## src/rtl/audio_mem_arbiter_pkg.sv

```systemverilog
// Shared definitions for the audio memory arbiter: FSM encoding, grant codes,
// default timeout and round-robin helpers.
package audio_mem_arbiter_pkg;

    typedef enum logic [1:0] {
        ST_IDLE  = 2'd0,
        ST_ISSUE = 2'd1,
        ST_WAIT  = 2'd2
    } state_t;

    localparam logic [1:0] GNT_NONE = 2'd0;
    localparam logic [1:0] GNT_SPK  = 2'd1;
    localparam logic [1:0] GNT_MIC  = 2'd2;
    localparam logic [1:0] GNT_IO   = 2'd3;

    localparam int DEFAULT_TIMEOUT = 1023;

    // Requester that follows g in the spk -> mic -> io ring.
    function automatic logic [1:0] rr_next(input logic [1:0] g);
        logic [1:0] n;
        case (g)
            GNT_SPK: n = GNT_MIC;
            GNT_MIC: n = GNT_IO;
            default: n = GNT_SPK;
        endcase
        return n;
    endfunction

    // Request bit belonging to grant code g (bit0 spk, bit1 mic, bit2 io).
    function automatic logic req_of(input logic [2:0] req, input logic [1:0] g);
        logic r;
        case (g)
            GNT_SPK: r = req[0];
            GNT_MIC: r = req[1];
            GNT_IO:  r = req[2];
            default: r = 1'b0;
        endcase
        return r;
    endfunction

endpackage

```

## src/rtl/audio_mem_arbiter_rr_pick3.sv

```systemverilog
// Combinational round-robin picker over three requesters; the search begins at
// start_i (a grant code) and wraps spk -> mic -> io.
module rr_pick3
    import audio_mem_arbiter_pkg::*;
(
    input  logic [2:0] req_i,
    input  logic [1:0] start_i,
    output logic       vld_o,
    output logic [1:0] gnt_o
);

    logic [1:0] first;
    logic [1:0] second;
    logic [1:0] third;

    always_comb begin
        case (start_i)
            GNT_MIC: first = GNT_MIC;
            GNT_IO:  first = GNT_IO;
            default: first = GNT_SPK;
        endcase
        second = rr_next(first);
        third  = rr_next(second);

        vld_o = |req_i;
        gnt_o = GNT_NONE;
        if (req_of(req_i, first)) begin
            gnt_o = first;
        end else if (req_of(req_i, second)) begin
            gnt_o = second;
        end else if (req_of(req_i, third)) begin
            gnt_o = third;
        end
    end

endmodule

```

## src/rtl/audio_mem_arbiter.sv

```systemverilog
// Shares one external memory between speaker (read), mic (write) and IO ports;
// one transaction in flight, round-robin arbitration, timeout abort.
module audio_mem_arbiter
    import audio_mem_arbiter_pkg::*;
#(
    parameter int TIMEOUT = DEFAULT_TIMEOUT,
    parameter int AW      = 24
) (
    input  logic          clk,
    input  logic          reset,

    input  logic          spk_req_i,
    input  logic [AW-1:0] spk_addr_i,
    output logic          spk_ready_o,
    output logic [15:0]   spk_rdata_o,

    input  logic          mic_req_i,
    input  logic [AW-1:0] mic_addr_i,
    input  logic [15:0]   mic_wdata_i,
    output logic          mic_ready_o,

    input  logic          io_req_i,
    input  logic          io_we_i,
    input  logic [AW-1:0] io_addr_i,
    input  logic [15:0]   io_wdata_i,
    output logic          io_ready_o,
    output logic [15:0]   io_rdata_o,

    output logic          mem_req_o,
    output logic          mem_we_o,
    output logic [AW-1:0] mem_addr_o,
    output logic [15:0]   mem_wdata_o,
    input  logic          mem_ready_i,
    input  logic [15:0]   mem_rdata_i,

    output logic [1:0]    grant_o,
    output logic          timeout_err_o
);

    localparam int            CW  = (TIMEOUT > 0) ? $clog2(TIMEOUT + 1) : 1;
    localparam logic [CW-1:0] TMO = CW'(TIMEOUT);

    state_t        state_q, state_d;
    logic [1:0]    ptr_q, ptr_d;
    logic [CW-1:0] cnt_q, cnt_d;
    logic [1:0]    grant_q, grant_d;
    logic          mem_req_q, mem_req_d;
    logic          mem_we_q, mem_we_d;
    logic [AW-1:0] mem_addr_q, mem_addr_d;
    logic [15:0]   mem_wdata_q, mem_wdata_d;
    logic          spk_ready_q, spk_ready_d;
    logic          mic_ready_q, mic_ready_d;
    logic          io_ready_q, io_ready_d;
    logic [15:0]   spk_rdata_q, spk_rdata_d;
    logic [15:0]   io_rdata_q, io_rdata_d;
    logic          timeout_err_q, timeout_err_d;

    logic [2:0]    eff_req;
    logic          pick_vld;
    logic [1:0]    pick_gnt;

    // A port whose ready pulse is showing this cycle has not yet had the
    // chance to drop its request, so it is not eligible again yet.
    assign eff_req = {io_req_i  & ~io_ready_q,
                      mic_req_i & ~mic_ready_q,
                      spk_req_i & ~spk_ready_q};

    rr_pick3 u_pick (
        .req_i   (eff_req),
        .start_i (ptr_q),
        .vld_o   (pick_vld),
        .gnt_o   (pick_gnt)
    );

    always_comb begin
        state_d       = state_q;
        ptr_d         = ptr_q;
        cnt_d         = cnt_q;
        grant_d       = grant_q;
        mem_req_d     = 1'b0;
        mem_we_d      = mem_we_q;
        mem_addr_d    = mem_addr_q;
        mem_wdata_d   = mem_wdata_q;
        spk_ready_d   = 1'b0;
        mic_ready_d   = 1'b0;
        io_ready_d    = 1'b0;
        spk_rdata_d   = spk_rdata_q;
        io_rdata_d    = io_rdata_q;
        timeout_err_d = 1'b0;

        case (state_q)
            ST_IDLE: begin
                grant_d = GNT_NONE;
                if (pick_vld) begin
                    grant_d = pick_gnt;
                    ptr_d   = rr_next(pick_gnt);
                    state_d = ST_ISSUE;
                    case (pick_gnt)
                        GNT_SPK: begin
                            mem_addr_d  = spk_addr_i;
                            mem_we_d    = 1'b0;
                            mem_wdata_d = 16'h0000;
                        end
                        GNT_MIC: begin
                            mem_addr_d  = mic_addr_i;
                            mem_we_d    = 1'b1;
                            mem_wdata_d = mic_wdata_i;
                        end
                        default: begin
                            mem_addr_d  = io_addr_i;
                            mem_we_d    = io_we_i;
                            mem_wdata_d = io_wdata_i;
                        end
                    endcase
                end
            end
            ST_ISSUE: begin
                mem_req_d = 1'b1;
                cnt_d     = '0;
                state_d   = ST_WAIT;
            end
            ST_WAIT: begin
                // Completion takes priority over an expiring counter.
                if (mem_ready_i) begin
                    case (grant_q)
                        GNT_SPK: begin
                            spk_ready_d = 1'b1;
                            spk_rdata_d = mem_rdata_i;
                        end
                        GNT_MIC: mic_ready_d = 1'b1;
                        GNT_IO: begin
                            io_ready_d = 1'b1;
                            io_rdata_d = mem_rdata_i;
                        end
                        default: ;
                    endcase
                    grant_d = GNT_NONE;
                    state_d = ST_IDLE;
                end else if (cnt_q == TMO) begin
                    timeout_err_d = 1'b1;
                    grant_d       = GNT_NONE;
                    state_d       = ST_IDLE;
                end else begin
                    cnt_d = cnt_q + CW'(1);
                end
            end
            default: begin
                grant_d = GNT_NONE;
                state_d = ST_IDLE;
            end
        endcase
    end

    always_ff @(posedge clk) begin
        if (reset) begin
            state_q       <= ST_IDLE;
            ptr_q         <= GNT_SPK;
            cnt_q         <= '0;
            grant_q       <= GNT_NONE;
            mem_req_q     <= 1'b0;
            mem_we_q      <= 1'b0;
            mem_addr_q    <= '0;
            mem_wdata_q   <= '0;
            spk_ready_q   <= 1'b0;
            mic_ready_q   <= 1'b0;
            io_ready_q    <= 1'b0;
            spk_rdata_q   <= '0;
            io_rdata_q    <= '0;
            timeout_err_q <= 1'b0;
        end else begin
            state_q       <= state_d;
            ptr_q         <= ptr_d;
            cnt_q         <= cnt_d;
            grant_q       <= grant_d;
            mem_req_q     <= mem_req_d;
            mem_we_q      <= mem_we_d;
            mem_addr_q    <= mem_addr_d;
            mem_wdata_q   <= mem_wdata_d;
            spk_ready_q   <= spk_ready_d;
            mic_ready_q   <= mic_ready_d;
            io_ready_q    <= io_ready_d;
            spk_rdata_q   <= spk_rdata_d;
            io_rdata_q    <= io_rdata_d;
            timeout_err_q <= timeout_err_d;
        end
    end

    assign spk_ready_o   = spk_ready_q;
    assign spk_rdata_o   = spk_rdata_q;
    assign mic_ready_o   = mic_ready_q;
    assign io_ready_o    = io_ready_q;
    assign io_rdata_o    = io_rdata_q;
    assign mem_req_o     = mem_req_q;
    assign mem_we_o      = mem_we_q;
    assign mem_addr_o    = mem_addr_q;
    assign mem_wdata_o   = mem_wdata_q;
    assign grant_o       = grant_q;
    assign timeout_err_o = timeout_err_q;

endmodule

```

## config.mk

```make
export PLATFORM = sky130hd
export DESIGN_NAME = audio_mem_arbiter
export DESIGN_NICKNAME = d
export VERILOG_FILES = /design/src/rtl/audio_mem_arbiter_pkg.sv /design/src/rtl/audio_mem_arbiter_rr_pick3.sv /design/src/rtl/audio_mem_arbiter.sv
export SDC_FILE = /design/constraint.sdc
export NUM_CORES = 1
export LEC_CHECK = 0
export CORE_UTILIZATION = 25
export CTS_CLUSTER_DIAMETER = 120
export DETAILED_ROUTE_END_ITERATION = 16
export PLACE_DENSITY = 0.53
export RECOVER_POWER = 50
export SYNTH_ARGS = -nofsm -noshare
export SYNTH_HDL_FRONTEND = slang
export SYNTH_SLANG_ARGS = --single-unit
```

## constraint.sdc

```tcl
create_clock -name clk -period 3.1 [get_ports clk]
set_clock_uncertainty 0.15 [all_clocks]
set_input_delay 0.775 -clock clk [delete_from_list [all_inputs] [get_ports clk]]
set_output_delay 0.775 -clock clk [all_outputs]
set_load 0.02 [all_outputs]
```

==> impl_metrics.yaml, run 1 <==
status:
  status: "finished clean"
power:
  total_power_mw: 3.36
  netSwitchingPower_mw: 0.997
  ir_worst_vdd_v: 0.000263
  power_density_mw_per_mm2: 497
  static-leakage-power_nw: 2.54
  p_int_mw: 2.36
  p_comb_frac: 0.283
  pwr-share-seq: 0.402
  clkPwrFrac: 0.315
  p_sw_frac: 0.297
sta:
  relSlewSlack: 0.233
  setup_viol: 0
  setup_tns_ns: 0
  fmax_mhz: 332
  min_period_ns: 3.01
  finalMaxSlewViolations: 0
  hold_ws_ns: 0.302
  worstMarginPinSlew_ns: 1.15
  setup_slack_ns: 0.0872
  post-route-period-util: 0.972
  finalHoldViolCount: 0
  rsz0062_at_grt: "no"
final_layout:
  seqCellArea_mm2: 0.00188
  final_area_mm2: 0.00676
  multi_input_area_mm2: 0.00202
  syn2layout_area_growth_pct: 67.5
  final_util: 0.427
  final_layout_size_suffix_gt1_frac: 0.0726
  num-fill-cells: 1555
  diodes: 0
  fin_nets: 841
  stdcell_count: 932
grt:
  grt_pass1_wl_mm: 21.7
  grt.total_usage: 0.169
  grt_pass1_vias: 4327
  grt_max_degree: 37
  antenna_found_initial: 0
  overflow: 0
critical_path:
  required_ns: 3.21
  critPathMaxFanout: 11
  critPathTopFamily: "buffers and inverters"
  critPathMaxStageDelay_ns: 0.49
  cp.arrival_ns: 3.12
  crit_chain: "clkdlybuf4s50_1 -> or3b_4 -> a32oi_2 -> ha_4 -> nand2b_4 -> a311oi_4 -> buf_6 -> buf_12 -> nand2_1 -> a31oi_1"
  crit_path_end_kind: "register"
  start_kind: "input port"
  crit_type: "input port to register"
  path_buf_inv: 3
  slowest_stage: "clkdlybuf4s50_1"
placed_design:
  dpl_worst_slack_ns: -0.296
  dp.cells: 913
  hpwl_mm: 10.4
  placed_cell_area_mm2: 0.00640
  gp_congestion: 0.836
  io_buffers: 206
logic_synthesis:
  ys_ff_latch: 94
  syn_inst: 507
  synth_ff_type: "dfxtp_1"
  synth_edf_count: 0
  postSynthAreaPerCell_um2: 7.96
  synth_warnings: 0
  syn_nets: 637
  synth_cell_type_count: 45
  async_reset_ff_frac: 0
  synth_area_mm2: 0.00404
  yosysSeqAreaShare: 0.466
drt:
  maxUsedRoutingLayer: "met4"
  vias: 4337
  dr_wl_met2_mm: 6.72
  m1WireLength_mm: 5.80
  viasPerCell: 4.65
  ant_nets: 0
  drt_first_pass_iters: 4
  wl_met3_mm: 1.24
  wl_per_cell_um: 15.0
  drt_iter0_drc: 165
  drc: 0
  routed_wl_mm: 14.0
die:
  die_y_um: 129
  initial_core_util: 0.255
  die_x_um: 129
  core_region_area_mm2: 0.0158
  rows: 46
  io_pins: 207
  die_area_mm2: 0.0167
cts:
  cts-root-buf: "clkbuf_16"
  ctsHoldBuffers: 0
  cts_buffer_depth: 2
  cts_tree: "built"
  clk_latency_ns: 0.34
  htree_levels: 3
  cts_buffers: 9
  clk_pin_slew_worst_paths_ns: 0.07
  cts_sinks: 94
hold_path:
  min_path_type: "register to register"
flow_run:
  cap_violations: 0
[what timing repair did]
item	CTS	global route
endpoints found under the setup margin	0	24
gates resized for setup	0	7
buffers inserted	0	1
[metal layers]
layer | GRT usage | up-vias
met5 | 0 | -
met3 | 0.0694 | 16
met1 | 0.190 | 1974
li1 | - | 2193
met2 | 0.292 | 154
met4 | 0.0547 | 0
[cell families after synthesis]
logic type	after synthesis	synth area share
and+or+nand+nor	236	0.253
AOI/OAI and AO/OA	131	0.226
buffers and inverters	42	0.0428
adders and majority gates	3	0.00930
DFF	94	0.466
muxes	1	0.00248
[cell usage after synthesis (all sizes together) (2+ instances only)]
cell	instances	area share
or3b	3	0.0071
ha	3	0.0093
buf	13	0.016
a31oi	24	0.041
nand2	150	0.14
clkbuf	25	0.023
or2	3	0.0046
a211oi	2	0.0037
dfxtp	94	0.47
nand3	11	0.014
nor2	25	0.023
nor4	2	0.0031
a21oi	40	0.050
nor2b	2	0.0031
nor3b	2	0.0050
nor3	21	0.026
o21ai	11	0.014
o31ai	2	0.0037
or3	3	0.0046
a221oi	16	0.035
inv	4	0.0037
a31o	2	0.0065
a22o	20	0.043
a22oi	4	0.0074
a311oi	4	0.010
and3	3	0.0046
nand2b	6	0.0093
[worst paths after layout]
check | from | slack, ns | depth (start not counted) | end
setup reg to reg | ptr_q[1]$_SDFFE_PP0P_ | 0.68 | 9 | mem_addr_o[18]$_SDFFE_PP0P_
setup / recovery | spk_req_i | 0.09 | 10 | mem_addr_o[18]$_SDFFE_PP0P_
hold / removal | io_rdata_o[2]$_SDFFE_PP0P_ | 0.30 | 2 | io_rdata_o[2]$_SDFFE_PP0P_
hold reg to reg | io_rdata_o[2]$_SDFFE_PP0P_ | 0.30 | 2 | io_rdata_o[2]$_SDFFE_PP0P_
[registers in the layout (all words and copies together), names as in the netlist]
name / flops
cnt_q: 10
grant_o: 2
io_rdata_o: 16
io_ready_o: 1
mem_addr_o: 24
mem_req_o: 1
mem_wdata_o: 16
mem_we_o: 1
mic_ready_o: 1
ptr_q: 2
spk_rdata_o: 16
spk_ready_o: 1
state_q: 2
timeout_err_o: 1
[worst reg2reg max path: stages, from the launching register on]
cell,delay [ns]
dfxtp_1,0.33
or3b_4,0.40
a32oi_2,0.28
ha_4,0.25
nand2b_4,0.15
a311oi_4,0.26
buf_6,0.17
buf_12,0.13
nand2_1,0.06
a31oi_1,0.16
[power by group through the flow]
stage | registers [mW] | logic [mW] | clock network, mW
after floorplan | 1.48 | 0.369 | 0
after global placement | 1.38 | 0.934 | 0
after detailed placement | 1.38 | 0.942 | 0
after CTS | 1.35 | 0.945 | 1.10
after global routing | 1.36 | 1.03 | 1.16
final | 1.35 | 0.950 | 1.06
[layout by cell type (no fill, tap or decap), drive strengths merged, types with 3 or more instances in the layout]
| master | n |
|---|---|
| or2 | 3 |
| inv | 4 |
| o21ai | 11 |
| a22oi | 4 |
| buf | 23 |
| nor3 | 21 |
| a221oi | 16 |
| nand2b | 6 |
| nand3 | 11 |
| a311oi | 4 |
| and3 | 3 |
| ha | 3 |
| nor2 | 25 |
| nand2 | 150 |
| or3b | 3 |
| clkdlybuf4s50 | 145 |
| dlygate4sd3 | 60 |
| clkbuf | 14 |
| clkinv | 3 |
| or3 | 3 |
| a22o | 20 |
| a31oi | 24 |
| a21oi | 40 |
| dfxtp | 94 |
[cell type report]
class | instances | share of cell area
timing repair buffer | 231 | 0.338
inverter | 4 | 0.00222
clock buffer | 11 | 0.0374
sequential | 94 | 0.278
clock inverter | 5 | 0.00500
multi-input combinational | 371 | 0.299
tap | 216 | 0.0400
No activity file was read; power rests on OpenSTA's default activity.
==> run 2, diff against run 1 <==
--- a/config.mk
+++ b/config.mk
@@ -5,6 +5,7 @@
 export SDC_FILE = /design/constraint.sdc
 export NUM_CORES = 1
 export LEC_CHECK = 0
+export CORE_MARGIN = 10
 export CORE_UTILIZATION = 25
 export CTS_CLUSTER_DIAMETER = 120
 export DETAILED_ROUTE_END_ITERATION = 16
==> run 2 against run 1 <==
Effect of this change: the flow now finishes with violations (capacitance limit, slew limit); count of clock-buffer cells in the layout is 2 higher; worst setup slack gained 0.17 ns; routed wire length increased by 13%; sequential cell count unchanged; final cell count up 0.11%; worst hold slack got worse by 0.0013 ns; die area up 30%; fmax grew 6.1%; critical path type unchanged; critical endpoint is now mem_addr_o[11]$_SDFFE_PP0P_; highest routed layer unchanged.
==> impl_metrics.yaml, run 2 (synthesis gave the netlist of run 1 again) <==
status:
  status: "finished with violations"
  failed_checks: "capacitance limit, slew limit"
final_layout:
  final_common_cell: "nand2_1"
  stdcell_count: 933
  largest_register_ffs: 24
  diodes: 0
  final_layout_size_suffix_gt1_frac: 0.0683
  fin_nets: 842
  final_cell_mix: "nand2_1, clkdlybuf4s50_1, dfxtp_1"
  syn2layout_area_growth_pct: 68.3
drt:
  wl_per_cell_um: 17.0
  drt_first_pass_iters: 6
  viasPerCell: 4.72
  ant_nets: 0
  drt_iter0_drc: 215
  routed_wl_mm: 15.9
  drc: 0
  vias: 4401
grt:
  grt_pass1_wl_mm: 24.4
  use_met3: 0.0645
  overflow: 0
  grt.met1_usage: 0.155
  grt_max_degree: 47
  grt.total_usage: 0.140
  antenna_found_initial: 0
  gr-usage-met2: 0.233
  grt.busiest_layer: "met2"
  grt_pass1_vias: 4599
critical_path:
  cp.arrival_ns: 2.96
  critPathMaxFanout: 7
  required_ns: 3.22
  start_kind: "input port"
  crit_path_end_kind: "register"
  crit_type: "input port to register"
power:
  power_density_mw_per_mm2: 506
  static-leakage-power_nw: 2.56
  ir_worst_vdd_v: 0.000245
sta:
  fmax_mhz: 352
  rsz0062_at_grt: "no"
  min_period_ns: 2.84
  setup_viol: 0
  setup_slack_ns: 0.259
  worstMarginPinSlew_ns: 1.66
  relSlewSlack: -0.108
  post-route-period-util: 0.916
  finalMaxSlewViolations: 39
  finalHoldViolCount: 0
die:
  die_y_um: 147
  initial_core_util: 0.254
  io_pins: 207
  core_region_area_mm2: 0.0159
  rows: 46
  die_area_mm2: 0.0216
  die_x_um: 147
cts:
  cts_sinks: 94
  cts_buffer_depth: 2
  clk_pin_slew_worst_paths_ns: 0.06
  cts_tree: "built"
  cts_buffers: 9
  cts-root-buf: "clkbuf_16"
  clk_latency_ns: 0.34
  htree_levels: 3
  ctsHoldBuffers: 0
placed_design:
  dpl_worst_slack_ns: -0.327
  hpwl_mm: 11.8
  gp_congestion: 0.785
  dp.cells: 913
  io_buffers: 206
flow_run:
  cap_violations: 1
hold_path:
  min_path_type: "register to register"
## run 2: area by class of cell
cell class | instances | area [um2]
Fill cell | 1636 | 9090
Timing Repair Buffer | 232 | 2330
Multi-Input combinational cell | 371 | 1990
Sequential cell | 94 | 1880
Tap cell | 216 | 270
Clock buffer | 13 | 260
Clock inverter | 3 | 42.5
Inverter | 4 | 15.0
## run 2: per-stage QoR
step / power [mW] / hold slack (ns) / area, um2 / setup TNS (ns) / utilization
2_1_floorplan: 1.84 / 0.301 / 4040 / 0 / -
3_3_place_gp: 2.33 / 0.296 / 6410 / -8.73 / 0.404
3_5_place_dp: 2.34 / 0.298 / 6410 / -11.06 / 0.404
4_1_cts: 3.48 / 0.307 / 6720 / 0 / 0.423
5_1_grt: 3.62 / 0.322 / 6790 / 0 / 0.428
6_report: 3.44 / 0.301 / 6790 / 0 / 0.428
## run 2: power breakdown
part | internal, mW | switching (mW)
Sequential | 1.30 | 0.0525
Clock | 0.669 | 0.459
Combinational | 0.478 | 0.482
Total | 2.45 | 0.993
## run 2: timing repair
action | CTS | global route
endpoints found under the setup margin | 0 | 40
gates resized for setup | 0 | 6
buffers inserted | 0 | 1
## run 2: per-layer routing
metal  part of all wire  routed length [um]
met1               0.41                6570
met2               0.48                7580
met3              0.093                1480
met4              0.014                 225
met5                  0                   0
## run 2: worst paths after layout
path                                              startpoint                           end  slack, ns  depth (start not counted)
worst max-delay path                               mic_req_i   mem_addr_o[11]$_SDFFE_PP0P_       0.26                         11
worst min-delay path            spk_rdata_o[15]$_SDFFE_PP0P_  spk_rdata_o[15]$_SDFFE_PP0P_       0.30                          2
worst max register to register         ptr_q[1]$_SDFFE_PP0P_   mem_addr_o[11]$_SDFFE_PP0P_       0.62                          9
worst min register to register  spk_rdata_o[15]$_SDFFE_PP0P_  spk_rdata_o[15]$_SDFFE_PP0P_       0.30                          2
## run 2: critical path, cell delays in order
cell and delay, ns:
clkdlybuf4s50_1 0.48, nand2b_1 0.08, o21ai_0 0.24, nand2_1 0.13
ha_1 0.31, buf_6 0.14, nor2b_4 0.26, clkbuf_16 0.22
a22o_1 0.12, nand2_1 0.06, a31oi_1 0.16
